[config.mk]
export PLATFORM = sky130hd
export DESIGN_NAME = countdown_timer_flat
export DESIGN_NICKNAME = d
export VERILOG_FILES = /design/src/rtl/countdown_timer_pkg.sv /design/src/rtl/countdown_timer_if.sv /design/src/rtl/countdown_timer_seg7_decoder.sv /design/src/rtl/countdown_timer.sv /design/src/flat_wrapper.sv
export SDC_FILE = /design/constraint.sdc
export NUM_CORES = 1
export LEC_CHECK = 0
export CAP_MARGIN = 10
export CORE_ASPECT_RATIO = 0.9
export CORE_UTILIZATION = 27
export DETAILED_ROUTE_END_ITERATION = 8
export MAX_ROUTING_LAYER = met4
export PLACE_DENSITY_LB_ADDON = 0.3
export SETUP_SLACK_MARGIN = 0.2
export SLEW_MARGIN = 25
export SYNTH_ARGS = -nofsm -noshare
export SYNTH_HDL_FRONTEND = slang
export SYNTH_SLANG_ARGS = --single-unit
export TNS_END_PERCENT = 100
[constraint.sdc]
create_clock -name CLOCK_50 -period 6.9 [get_ports CLOCK_50]
set_input_delay 1.38 -clock CLOCK_50 [delete_from_list [all_inputs] [get_ports CLOCK_50]]
set_output_delay 1.38 -clock CLOCK_50 [all_outputs]
set_load 0.02 [all_outputs]
[src/rtl/countdown_timer_pkg.sv]
// Shared types and constants for the mm:ss countdown timer.
package timer_pkg;

  typedef enum logic [2:0] {
    IDLE    = 3'd0,
    SET_SEC = 3'd1,
    SET_MIN = 3'd2,
    STOPPED = 3'd3,
    RUNNING = 3'd4,
    FLASH   = 3'd5
  } state_t;

  localparam logic [5:0] SEC_LIMIT = 6'd59;

  // Active-low segment patterns ordered {g,f,e,d,c,b,a}
  localparam logic [6:0] SEG_BLANK = 7'b1111111;
  localparam logic [6:0] SEG_ZERO  = 7'b1000000;

  function automatic logic [5:0] clamp_sec(input logic [7:0] value);
    return (value > {2'b00, SEC_LIMIT}) ? SEC_LIMIT : value[5:0];
  endfunction

endpackage

[src/rtl/countdown_timer_if.sv]
// Board-facing signal bundle of the countdown timer: switches, buttons, LEDs, displays.
interface countdown_timer_if;

  logic [7:0] SW;
  logic       set_btn;
  logic       toggle_btn;
  logic [9:0] LEDR;
  logic [6:0] HEX0;
  logic [6:0] HEX1;
  logic [6:0] HEX2;
  logic [6:0] HEX3;

  modport master (
    output SW, set_btn, toggle_btn,
    input  LEDR, HEX0, HEX1, HEX2, HEX3
  );

  modport slave (
    input  SW, set_btn, toggle_btn,
    output LEDR, HEX0, HEX1, HEX2, HEX3
  );

endinterface

[src/rtl/countdown_timer_seg7_decoder.sv]
// Decimal digit to active-low seven-segment pattern; codes above 9 blank the digit.
module seg7_decoder
  import timer_pkg::*;
(
  input  logic [3:0] digit,
  output logic [6:0] segments
);

  always_comb begin
    segments = SEG_BLANK;
    case (digit)
      4'd0: segments = SEG_ZERO;
      4'd1: segments = 7'b1111001;
      4'd2: segments = 7'b0100100;
      4'd3: segments = 7'b0110000;
      4'd4: segments = 7'b0011001;
      4'd5: segments = 7'b0010010;
      4'd6: segments = 7'b0000010;
      4'd7: segments = 7'b1111000;
      4'd8: segments = 7'b0000000;
      4'd9: segments = 7'b0010000;
      default: segments = SEG_BLANK;
    endcase
  end

endmodule

[src/rtl/countdown_timer.sv]
// Programmable mm:ss countdown timer with LED alarm; define TIMER_FLASH_EN for a
// flashing alarm, otherwise the alarm LEDs are lit solid.
module countdown_timer
  import timer_pkg::*;
#(
  parameter int TICK_CYCLES  = 50_000_000,
  parameter int FLASH_CYCLES = 25_000_000,
  parameter int MAX_MIN      = 99
)(
  input  logic               CLOCK_50,
  input  logic               reset,
  countdown_timer_if.slave   bus
);

  localparam int PW = (TICK_CYCLES > 1) ? $clog2(TICK_CYCLES) : 1;
  localparam logic [PW-1:0] PRESC_LAST = PW'(TICK_CYCLES - 1);
  localparam logic [6:0]    MIN_LIMIT  = 7'(MAX_MIN);

  state_t        state, state_nx;
  logic [5:0]    sec, sec_nx;
  logic [6:0]    min, min_nx;
  logic [PW-1:0] presc, presc_nx;

  logic set_q, toggle_q;
  logic set_ev, toggle_ev;

  logic [9:0] ledr_q, ledr_nx;
  logic [6:0] hex0_q, hex1_q, hex2_q, hex3_q;
  logic [6:0] seg_sec_u, seg_sec_t, seg_min_u, seg_min_t;

  // Edge events are registered; a toggle coinciding with a set is dropped
  always_ff @(posedge CLOCK_50) begin
    if (reset) begin
      set_q     <= 1'b0;
      toggle_q  <= 1'b0;
      set_ev    <= 1'b0;
      toggle_ev <= 1'b0;
    end else begin
      set_q     <= bus.set_btn;
      toggle_q  <= bus.toggle_btn;
      set_ev    <= bus.set_btn & ~set_q;
      toggle_ev <= bus.toggle_btn & ~toggle_q & ~(bus.set_btn & ~set_q);
    end
  end

  always_ff @(posedge CLOCK_50) begin
    if (reset) begin
      state <= IDLE;
      sec   <= '0;
      min   <= '0;
      presc <= '0;
    end else begin
      state <= state_nx;
      sec   <= sec_nx;
      min   <= min_nx;
      presc <= presc_nx;
    end
  end

  always_comb begin
    state_nx = state;
    sec_nx   = sec;
    min_nx   = min;
    presc_nx = presc;
    case (state)
      IDLE: begin
        sec_nx   = '0;
        min_nx   = '0;
        presc_nx = '0;
        state_nx = SET_SEC;
      end
      SET_SEC: begin
        if (set_ev) begin
          sec_nx   = clamp_sec(bus.SW);
          state_nx = SET_MIN;
        end
      end
      SET_MIN: begin
        if (set_ev) begin
          min_nx   = (bus.SW > {1'b0, MIN_LIMIT}) ? MIN_LIMIT : bus.SW[6:0];
          state_nx = STOPPED;
        end
      end
      STOPPED: begin
        if (set_ev) begin
          presc_nx = '0;
          state_nx = SET_SEC;
        end else if (toggle_ev && (sec != 6'd0 || min != 7'd0)) begin
          state_nx = RUNNING;
        end
      end
      RUNNING: begin
        // Stopping freezes the prescaler so the partial second survives a pause
        if (toggle_ev) begin
          state_nx = STOPPED;
        end else if (presc == PRESC_LAST) begin
          presc_nx = '0;
          if (sec != 6'd0) begin
            sec_nx = sec - 6'd1;
          end else begin
            sec_nx = SEC_LIMIT;
            min_nx = min - 7'd1;
          end
          if (sec_nx == 6'd0 && min_nx == 7'd0) state_nx = FLASH;
        end else begin
          presc_nx = presc + PW'(1);
        end
      end
      FLASH: begin
        if (toggle_ev) state_nx = IDLE;
      end
      default: state_nx = IDLE;
    endcase
  end

`ifdef TIMER_FLASH_EN
  localparam int FW = (FLASH_CYCLES > 1) ? $clog2(FLASH_CYCLES) : 1;
  localparam logic [FW-1:0] FLASH_LAST = FW'(FLASH_CYCLES - 1);

  logic [FW-1:0] flash_cnt, flash_nx;
  logic          phase, phase_nx;

  // Counter and phase rest at zero outside FLASH so every alarm starts dark
  always_comb begin
    flash_nx = '0;
    phase_nx = 1'b0;
    if (state == FLASH) begin
      if (flash_cnt == FLASH_LAST) begin
        flash_nx = '0;
        phase_nx = ~phase;
      end else begin
        flash_nx = flash_cnt + FW'(1);
        phase_nx = phase;
      end
    end
  end

  always_ff @(posedge CLOCK_50) begin
    if (reset) begin
      flash_cnt <= '0;
      phase     <= 1'b0;
    end else begin
      flash_cnt <= flash_nx;
      phase     <= phase_nx;
    end
  end
`else
  logic unused_flash_cycles;
  assign unused_flash_cycles = (FLASH_CYCLES > 0);
`endif

  always_comb begin
    ledr_nx = {7'b0, state};
    if (state == FLASH) begin
`ifdef TIMER_FLASH_EN
      ledr_nx = {10{phase}};
`else
      ledr_nx = 10'h3FF;
`endif
    end
  end

  seg7_decoder u_sec_units (.digit(4'(sec % 6'd10)), .segments(seg_sec_u));
  seg7_decoder u_sec_tens  (.digit(4'(sec / 6'd10)), .segments(seg_sec_t));
  seg7_decoder u_min_units (.digit(4'(min % 7'd10)), .segments(seg_min_u));
  seg7_decoder u_min_tens  (.digit(4'(min / 7'd10)), .segments(seg_min_t));

  always_ff @(posedge CLOCK_50) begin
    if (reset) begin
      ledr_q <= '0;
      hex0_q <= SEG_ZERO;
      hex1_q <= SEG_ZERO;
      hex2_q <= SEG_ZERO;
      hex3_q <= SEG_ZERO;
    end else begin
      ledr_q <= ledr_nx;
      hex0_q <= seg_sec_u;
      hex1_q <= seg_sec_t;
      hex2_q <= seg_min_u;
      hex3_q <= seg_min_t;
    end
  end

  assign bus.LEDR = ledr_q;
  assign bus.HEX0 = hex0_q;
  assign bus.HEX1 = hex1_q;
  assign bus.HEX2 = hex2_q;
  assign bus.HEX3 = hex3_q;

endmodule

[src/flat_wrapper.sv]
// flat-port wrapper written by rule: the top's interface ports become plain ports
module countdown_timer_flat import timer_pkg::*;
#(
  parameter int TICK_CYCLES  = 50_000_000,
  parameter int FLASH_CYCLES = 25_000_000,
  parameter int MAX_MIN      = 99
)
  (CLOCK_50, reset, bus_SW, bus_set_btn, bus_toggle_btn, bus_LEDR, bus_HEX0, bus_HEX1, bus_HEX2, bus_HEX3);
  countdown_timer_if bus_i ();
  input  logic CLOCK_50;
  input  logic reset;
  input wire logic [$bits(bus_i.SW)-1:0] bus_SW;
  input wire logic [$bits(bus_i.set_btn)-1:0] bus_set_btn;
  input wire logic [$bits(bus_i.toggle_btn)-1:0] bus_toggle_btn;
  output wire logic [$bits(bus_i.LEDR)-1:0] bus_LEDR;
  output wire logic [$bits(bus_i.HEX0)-1:0] bus_HEX0;
  output wire logic [$bits(bus_i.HEX1)-1:0] bus_HEX1;
  output wire logic [$bits(bus_i.HEX2)-1:0] bus_HEX2;
  output wire logic [$bits(bus_i.HEX3)-1:0] bus_HEX3;
  assign bus_i.SW = bus_SW;
  assign bus_i.set_btn = bus_set_btn;
  assign bus_i.toggle_btn = bus_toggle_btn;
  assign bus_LEDR = bus_i.LEDR;
  assign bus_HEX0 = bus_i.HEX0;
  assign bus_HEX1 = bus_i.HEX1;
  assign bus_HEX2 = bus_i.HEX2;
  assign bus_HEX3 = bus_i.HEX3;
  countdown_timer #(.TICK_CYCLES(TICK_CYCLES), .FLASH_CYCLES(FLASH_CYCLES), .MAX_MIN(MAX_MIN)) u_core (.CLOCK_50(CLOCK_50), .reset(reset), .bus(bus_i));
endmodule
==> report_table.html <==
<table>
<tr><th>Metric</th><th>Value</th></tr>
<tr><th colspan="2">Die</th></tr>
<tr><td>Row count</td><td>46</td></tr>
<tr><td>Starting Density</td><td>between 20% and 30%</td></tr>
<tr><td>Die outline width</td><td>roughly 140 um</td></tr>
<tr><td>Die Outline Area</td><td>around 19000 sq um</td></tr>
<tr><td>Core Box Area</td><td>17670 sq um</td></tr>
<tr><td>Die height</td><td>129.6 um</td></tr>
<tr><td>Number of top-level design ports</td><td>50</td></tr>
<tr><th colspan="2">Route</th></tr>
<tr><td>Vias after detailed routing</td><td>4244</td></tr>
<tr><td>Routed WL per cell</td><td>about 13 um</td></tr>
<tr><td>Total length of routed wires</td><td>~12000 um</td></tr>
<tr><td>Detailed Routing Iterations Pass 1</td><td>4</td></tr>
<tr><td>Count of unresolved DRC violations after routing</td><td>0</td></tr>
<tr><td>Count of nets left with antenna violations after detail routing</td><td>0</td></tr>
<tr><td>Via/cell ratio</td><td>between 4 and 5</td></tr>
<tr><td>Number of design-rule violations left by the first detailed-router iteration</td><td>around 220</td></tr>
<tr><th colspan="2">Power</th></tr>
<tr><td>Share of power burned in registers</td><td>between 20% and 30%</td></tr>
<tr><td>Clock share of power</td><td>about a fifth</td></tr>
<tr><td>Cell-internal power</td><td>around 0.0014 W</td></tr>
<tr><td>PwrDens</td><td>between 400 and 500 nW/um^2</td></tr>
<tr><td>Combinational fraction of design power</td><td>between 50% and 60%</td></tr>
<tr><td>Worst voltage drop across the vdd grid</td><td>between 0.0002 and 0.00025 V</td></tr>
<tr><td>Power spent charging and discharging nets</td><td>0.001156 W</td></tr>
<tr><td>Net switching fraction of the power</td><td>between 40 and 50%</td></tr>
<tr><td>Reported leakage power</td><td>~2.2 nW</td></tr>
<tr><th colspan="2">STA</th></tr>
<tr><td>Clock skew after layout</td><td>0.009845 ns</td></tr>
<tr><td>Slew headroom</td><td>between 30% and 40%</td></tr>
<tr><td>Final setup violating endpoints</td><td>0</td></tr>
<tr><td>Post-layout worst setup margin</td><td>~2.8 ns</td></tr>
<tr><td>Post-route fraction of the period consumed by the critical path</td><td>about three fifths</td></tr>
<tr><td>Final-report hold violation count</td><td>0</td></tr>
<tr><td>Max Slew Vio Count</td><td>0</td></tr>
<tr><td>RSZ-0062 raised after global routing</td><td>false</td></tr>
<tr><td>Final critical path time including I/O delays and setup</td><td>between 4 and 5 ns</td></tr>
<tr><td>Pin slew with the least headroom to its limit</td><td>0.9164 ns</td></tr>
<tr><td>Final sum of negative setup slack</td><td>0 ns</td></tr>
<tr><td>Achievable Freq</td><td>~240 MHz</td></tr>
<tr><th colspan="2">Clocking</th></tr>
<tr><td>Clk Latency, worst-skew pair</td><td>roughly 0.34 ns</td></tr>
<tr><td>Hold Buf Count CTS</td><td>0</td></tr>
<tr><td>Post-CTS clock slew at the launch and capture registers of the worst setup and hold paths</td><td>around 0.070 ns</td></tr>
<tr><td>Longest Clk Path Bufs</td><td>2</td></tr>
<tr><td>CTS H-tree lvls</td><td>3</td></tr>
<tr><td>TritonCTS Buffers</td><td>9</td></tr>
<tr><td>Post-CTS Setup Bufs</td><td>0</td></tr>
<tr><td>Clock Sinks</td><td>78</td></tr>
<tr><td>TritonCTS clock tree</td><td>yes</td></tr>
<tr><td>Cell chosen for the clock root</td><td>sky130_fd_sc_hd__clkbuf_16</td></tr>
<tr><td>Post-CTS Resized</td><td>0</td></tr>
<tr><th colspan="2">Worst hold path</th></tr>
<tr><td>Type of the most critical hold path</td><td>reg2reg</td></tr>
<tr><td>Worst hold endpoint</td><td>u_core.toggle_ev</td></tr>
<tr><td>Worst Min Path Start</td><td>u_core.toggle_q</td></tr>
<tr><td>Worst hold path depth</td><td>1</td></tr>
<tr><th colspan="2">Job</th></tr>
<tr><td>Max-Cap Viols</td><td>0</td></tr>
<tr><th colspan="2">Synth</th></tr>
<tr><td>Sequential area share after synthesis</td><td>between 30% and 40%</td></tr>
<tr><td>Mapped Area</td><td>roughly 5000 sq um</td></tr>
<tr><td>Cell taking the most area after synthesis</td><td>sky130_fd_sc_hd__dfxtp_1</td></tr>
<tr><td>Mean instance size in the synthesized netlist</td><td>roughly 8.0 sq um</td></tr>
<tr><td>Most common library cells after synthesis</td><td>sky130_fd_sc_hd__dfxtp_1, sky130_fd_sc_hd__nor2_1, sky130_fd_sc_hd__a21oi_1</td></tr>
<tr><td>Unique masters post-synth</td><td>67</td></tr>
<tr><td>Total of warnings raised by yosys</td><td>0</td></tr>
<tr><td>Share of the synthesized area in the top cell type</td><td>a little under a third</td></tr>
<tr><td>Asr flop ratio synth</td><td>0%</td></tr>
<tr><td>Instance count of the mapped netlist</td><td>approximately 600</td></tr>
<tr><td>Commonest register cell after synthesis</td><td>sky130_fd_sc_hd__dfxtp_1</td></tr>
<tr><td>Number of flops mapped to enable cells by yosys</td><td>0</td></tr>
<tr><td>Top post-synthesis cells by area</td><td>sky130_fd_sc_hd__dfxtp_1, sky130_fd_sc_hd__ha_1, sky130_fd_sc_hd__nor2_1</td></tr>
<tr><td>Total of flip-flops plus latches after synthesis</td><td>78</td></tr>
<tr><td>Most frequent cell after synthesis</td><td>sky130_fd_sc_hd__dfxtp_1</td></tr>
<tr><td>Post-Synthesis Net Count</td><td>about 660</td></tr>
<tr><th colspan="2">Finish</th></tr>
<tr><td>Inserted Diodes</td><td>0</td></tr>
<tr><td># fillers</td><td>1900</td></tr>
<tr><td>Fraction of final layout cells with drive strength greater than 1</td><td>under 10%</td></tr>
<tr><td>Area growth from synthesis to layout</td><td>18.56%</td></tr>
<tr><td>Utilization after layout</td><td>between 30% and 40%</td></tr>
<tr><td>Count of non-filler cells in the finished layout</td><td>876</td></tr>
<tr><td>Fin nets</td><td>approximately 670</td></tr>
<tr><th colspan="2">Worst setup path</th></tr>
<tr><td>Kind of capture point of the worst setup path</td><td>flip-flop</td></tr>
<tr><td>R2R setup slack</td><td>~2.8 ns</td></tr>
<tr><td>Worst R2R End</td><td>u_core.bus.HEX2[4]</td></tr>
<tr><td>Peak fanout along the critical path</td><td>16</td></tr>
<tr><td>Launch instance of the worst register-to-register path</td><td>u_core.min[2]</td></tr>
<tr><td>Data required, critical path</td><td>a little over 7 ns</td></tr>
<tr><td>CP Launch Type</td><td>flip-flop</td></tr>
<tr><td>Reg2reg path depth</td><td>11</td></tr>
<tr><td>CP Class</td><td>reg2reg</td></tr>
<tr><td>Max incr delay on CP</td><td>0.76 ns</td></tr>
<tr><td>CP Data Arrival Time</td><td>between 4 and 5 ns</td></tr>
<tr><td>Cell type of the slowest stage on the worst timing path</td><td>sky130_fd_sc_hd__a21oi_1</td></tr>
<tr><td>Critical path cell sequence</td><td>nor2b_1, o32ai_1, a31oi_1, ha_1, inv_1, or3_1, a211oi_1, a211oi_1, a21oi_1, mux2_2, a21oi_1</td></tr>
<tr><td>Critical path buffers and inverters</td><td>1</td></tr>
<tr><td>Top delay family on crit path</td><td>compound AO/OA/AOI/OAI gates</td></tr>
<tr><th colspan="2">Placed design</th></tr>
<tr><td># placed instances</td><td>860</td></tr>
<tr><td>Final RePlAce weighted congestion</td><td>0.7959</td></tr>
<tr><td>Number of input and output port buffers inserted</td><td>between 40 and 50</td></tr>
<tr><td>Placement-stage worst setup slack</td><td>between 2 and 3 ns</td></tr>
<tr><td>Hpwl dp</td><td>8297 um</td></tr>
<tr><th colspan="2">Global routing</th></tr>
<tr><td>Gr ovfl total</td><td>0</td></tr>
<tr><td>Via count of the first global-routing pass</td><td>3867</td></tr>
<tr><td>First-pass GRT wire length</td><td>slightly below 20000 um</td></tr>
<tr><td>Maximum number of pins on one net before global-route repair</td><td>30</td></tr>
<tr><td>Antenna violations before repair</td><td>0</td></tr>
<tr><td>GRT Resource Usage Total</td><td>between 10% and 20%</td></tr>
<tr><th colspan="2">Status</th></tr>
<tr><td>Outcome</td><td>complete, no violations</td></tr>
</table>
-- worst reg2reg max path, delay by kind of cell, from the launching register on --
family / cells / cell delay, ns
AND/OR/NAND/NOR: 2 / 0.88
AO/OA/AOI/OAI: 6 / 1.61
flip-flops: 1 / 0.64
adder cells (fa/ha/maj): 1 / 0.33
multiplexers: 1 / 0.41
buffers and inverters: 1 / 0.18
-- cells in the final DEF, fill, tap and decap left out, types with 8 or more instances in the layout --
cell,n
sky130_fd_sc_hd__nand2b_1,12
sky130_fd_sc_hd__and3_1,10
sky130_fd_sc_hd__o211ai_1,8
sky130_fd_sc_hd__nor3_1,18
sky130_fd_sc_hd__dfxtp_1,78
sky130_fd_sc_hd__xnor2_1,16
sky130_fd_sc_hd__xor2_1,16
sky130_fd_sc_hd__inv_1,21
sky130_fd_sc_hd__or3_1,8
sky130_fd_sc_hd__mux2i_1,11
sky130_fd_sc_hd__a211oi_1,8
sky130_fd_sc_hd__ha_1,30
sky130_fd_sc_hd__nor2b_1,19
sky130_fd_sc_hd__nand3_1,17
sky130_fd_sc_hd__o21ai_0,35
sky130_fd_sc_hd__nand2_1,43
sky130_fd_sc_hd__a21oi_1,47
sky130_fd_sc_hd__nor2_1,67
sky130_fd_sc_hd__clkbuf_16,9
sky130_fd_sc_hd__clkdlybuf4s50_1,49
-- area by class of cell --
type,count,area (sq um),share of cell area (%)
clock buffers,10,229.0,3.952
clock inverters,6,70.07,1.209
inverters,21,78.83,1.360
multi-input cells,469,3042,52.49
flip-flops and latches,78,1562,26.95
well taps,240,300.3,5.182
repair buffers,52,513.0,8.853
-- power by group through the flow --
stage | clock, W | combinational, W | sequential, W
floorplan | 0 | 0.00112 | 0.000655
global placement | 0 | 0.00145 | 0.000674
CTS | 0.000504 | 0.00145 | 0.000663
detailed placement | 0 | 0.00144 | 0.000671
global route | 0.000521 | 0.00164 | 0.000683
finish | 0.000486 | 0.00144 | 0.000664
-- worst max-delay path by stage --
| stage | start | to | slack [ns] | depth (start not counted) |
|---|---|---|---|---|
| finish | u_core.min[2] | u_core.bus.HEX2[4] | 2.80 | 11 |
| global route | u_core.min[5] | u_core.bus.HEX2[5] | 2.43 | 12 |
| CTS | u_core.min[5] | u_core.bus.HEX2[4] | 2.80 | 12 |
| detailed placement | u_core.min[2] | u_core.bus.HEX2[4] | 2.82 | 11 |
| global placement | u_core.min[2] | u_core.bus.HEX2[4] | 2.88 | 11 |
| floorplan | u_core.min[6] | u_core.bus.HEX2[6] | 3.41 | 16 |
-- flip-flops by register name (all words and copies together), names as in the netlist, 3 cells and up --
signal / flops
u_core.bus.HEX0: 7
u_core.bus.HEX1: 7
u_core.bus.HEX2: 7
u_core.bus.HEX3: 7
u_core.bus.LEDR: 4
u_core.min: 7
u_core.presc: 26
u_core.sec: 6
u_core.state: 3
-- stage by stage --
stage	hold slack [ns]	total power [W]	instance area, sq um
after floorplan	0.3682	0.001778	4887
after global placement	0.3758	0.002124	5495
after detailed placement	0.3791	0.002113	5495
after CTS	0.3884	0.002619	5794
after global routing	0.4047	0.002843	5794
final	0.3850	0.002594	5794
-- cell families (layout without fill, tap and decap cells) --
group,after synthesis,after routing,synth area share [%]
flip-flops,78,78,31.95
multiplexers,14,14,2.944
buffers and inverters,66,89,5.914
adder cells (fa/ha/maj),30,30,7.680
AO/OA/AOI/OAI,164,164,22.02
AND/OR/NAND/NOR,229,229,23.76
XOR/XNOR,32,32,5.735
-- per-layer routing --
| metal | vias up | track usage, % | part of all wire [%] |
|---|---|---|---|
| li1 | 2205 | - | - |
| met4 | 0 | 3.379 | 0.25 |
| met3 | 4 | 3.585 | 4.6 |
| met2 | 82 | 18.99 | 41 |
| met5 | - | - | 0 |
| met1 | 1953 | 19.19 | 55 |
Note: power is estimated with default switching activity, not from simulation.
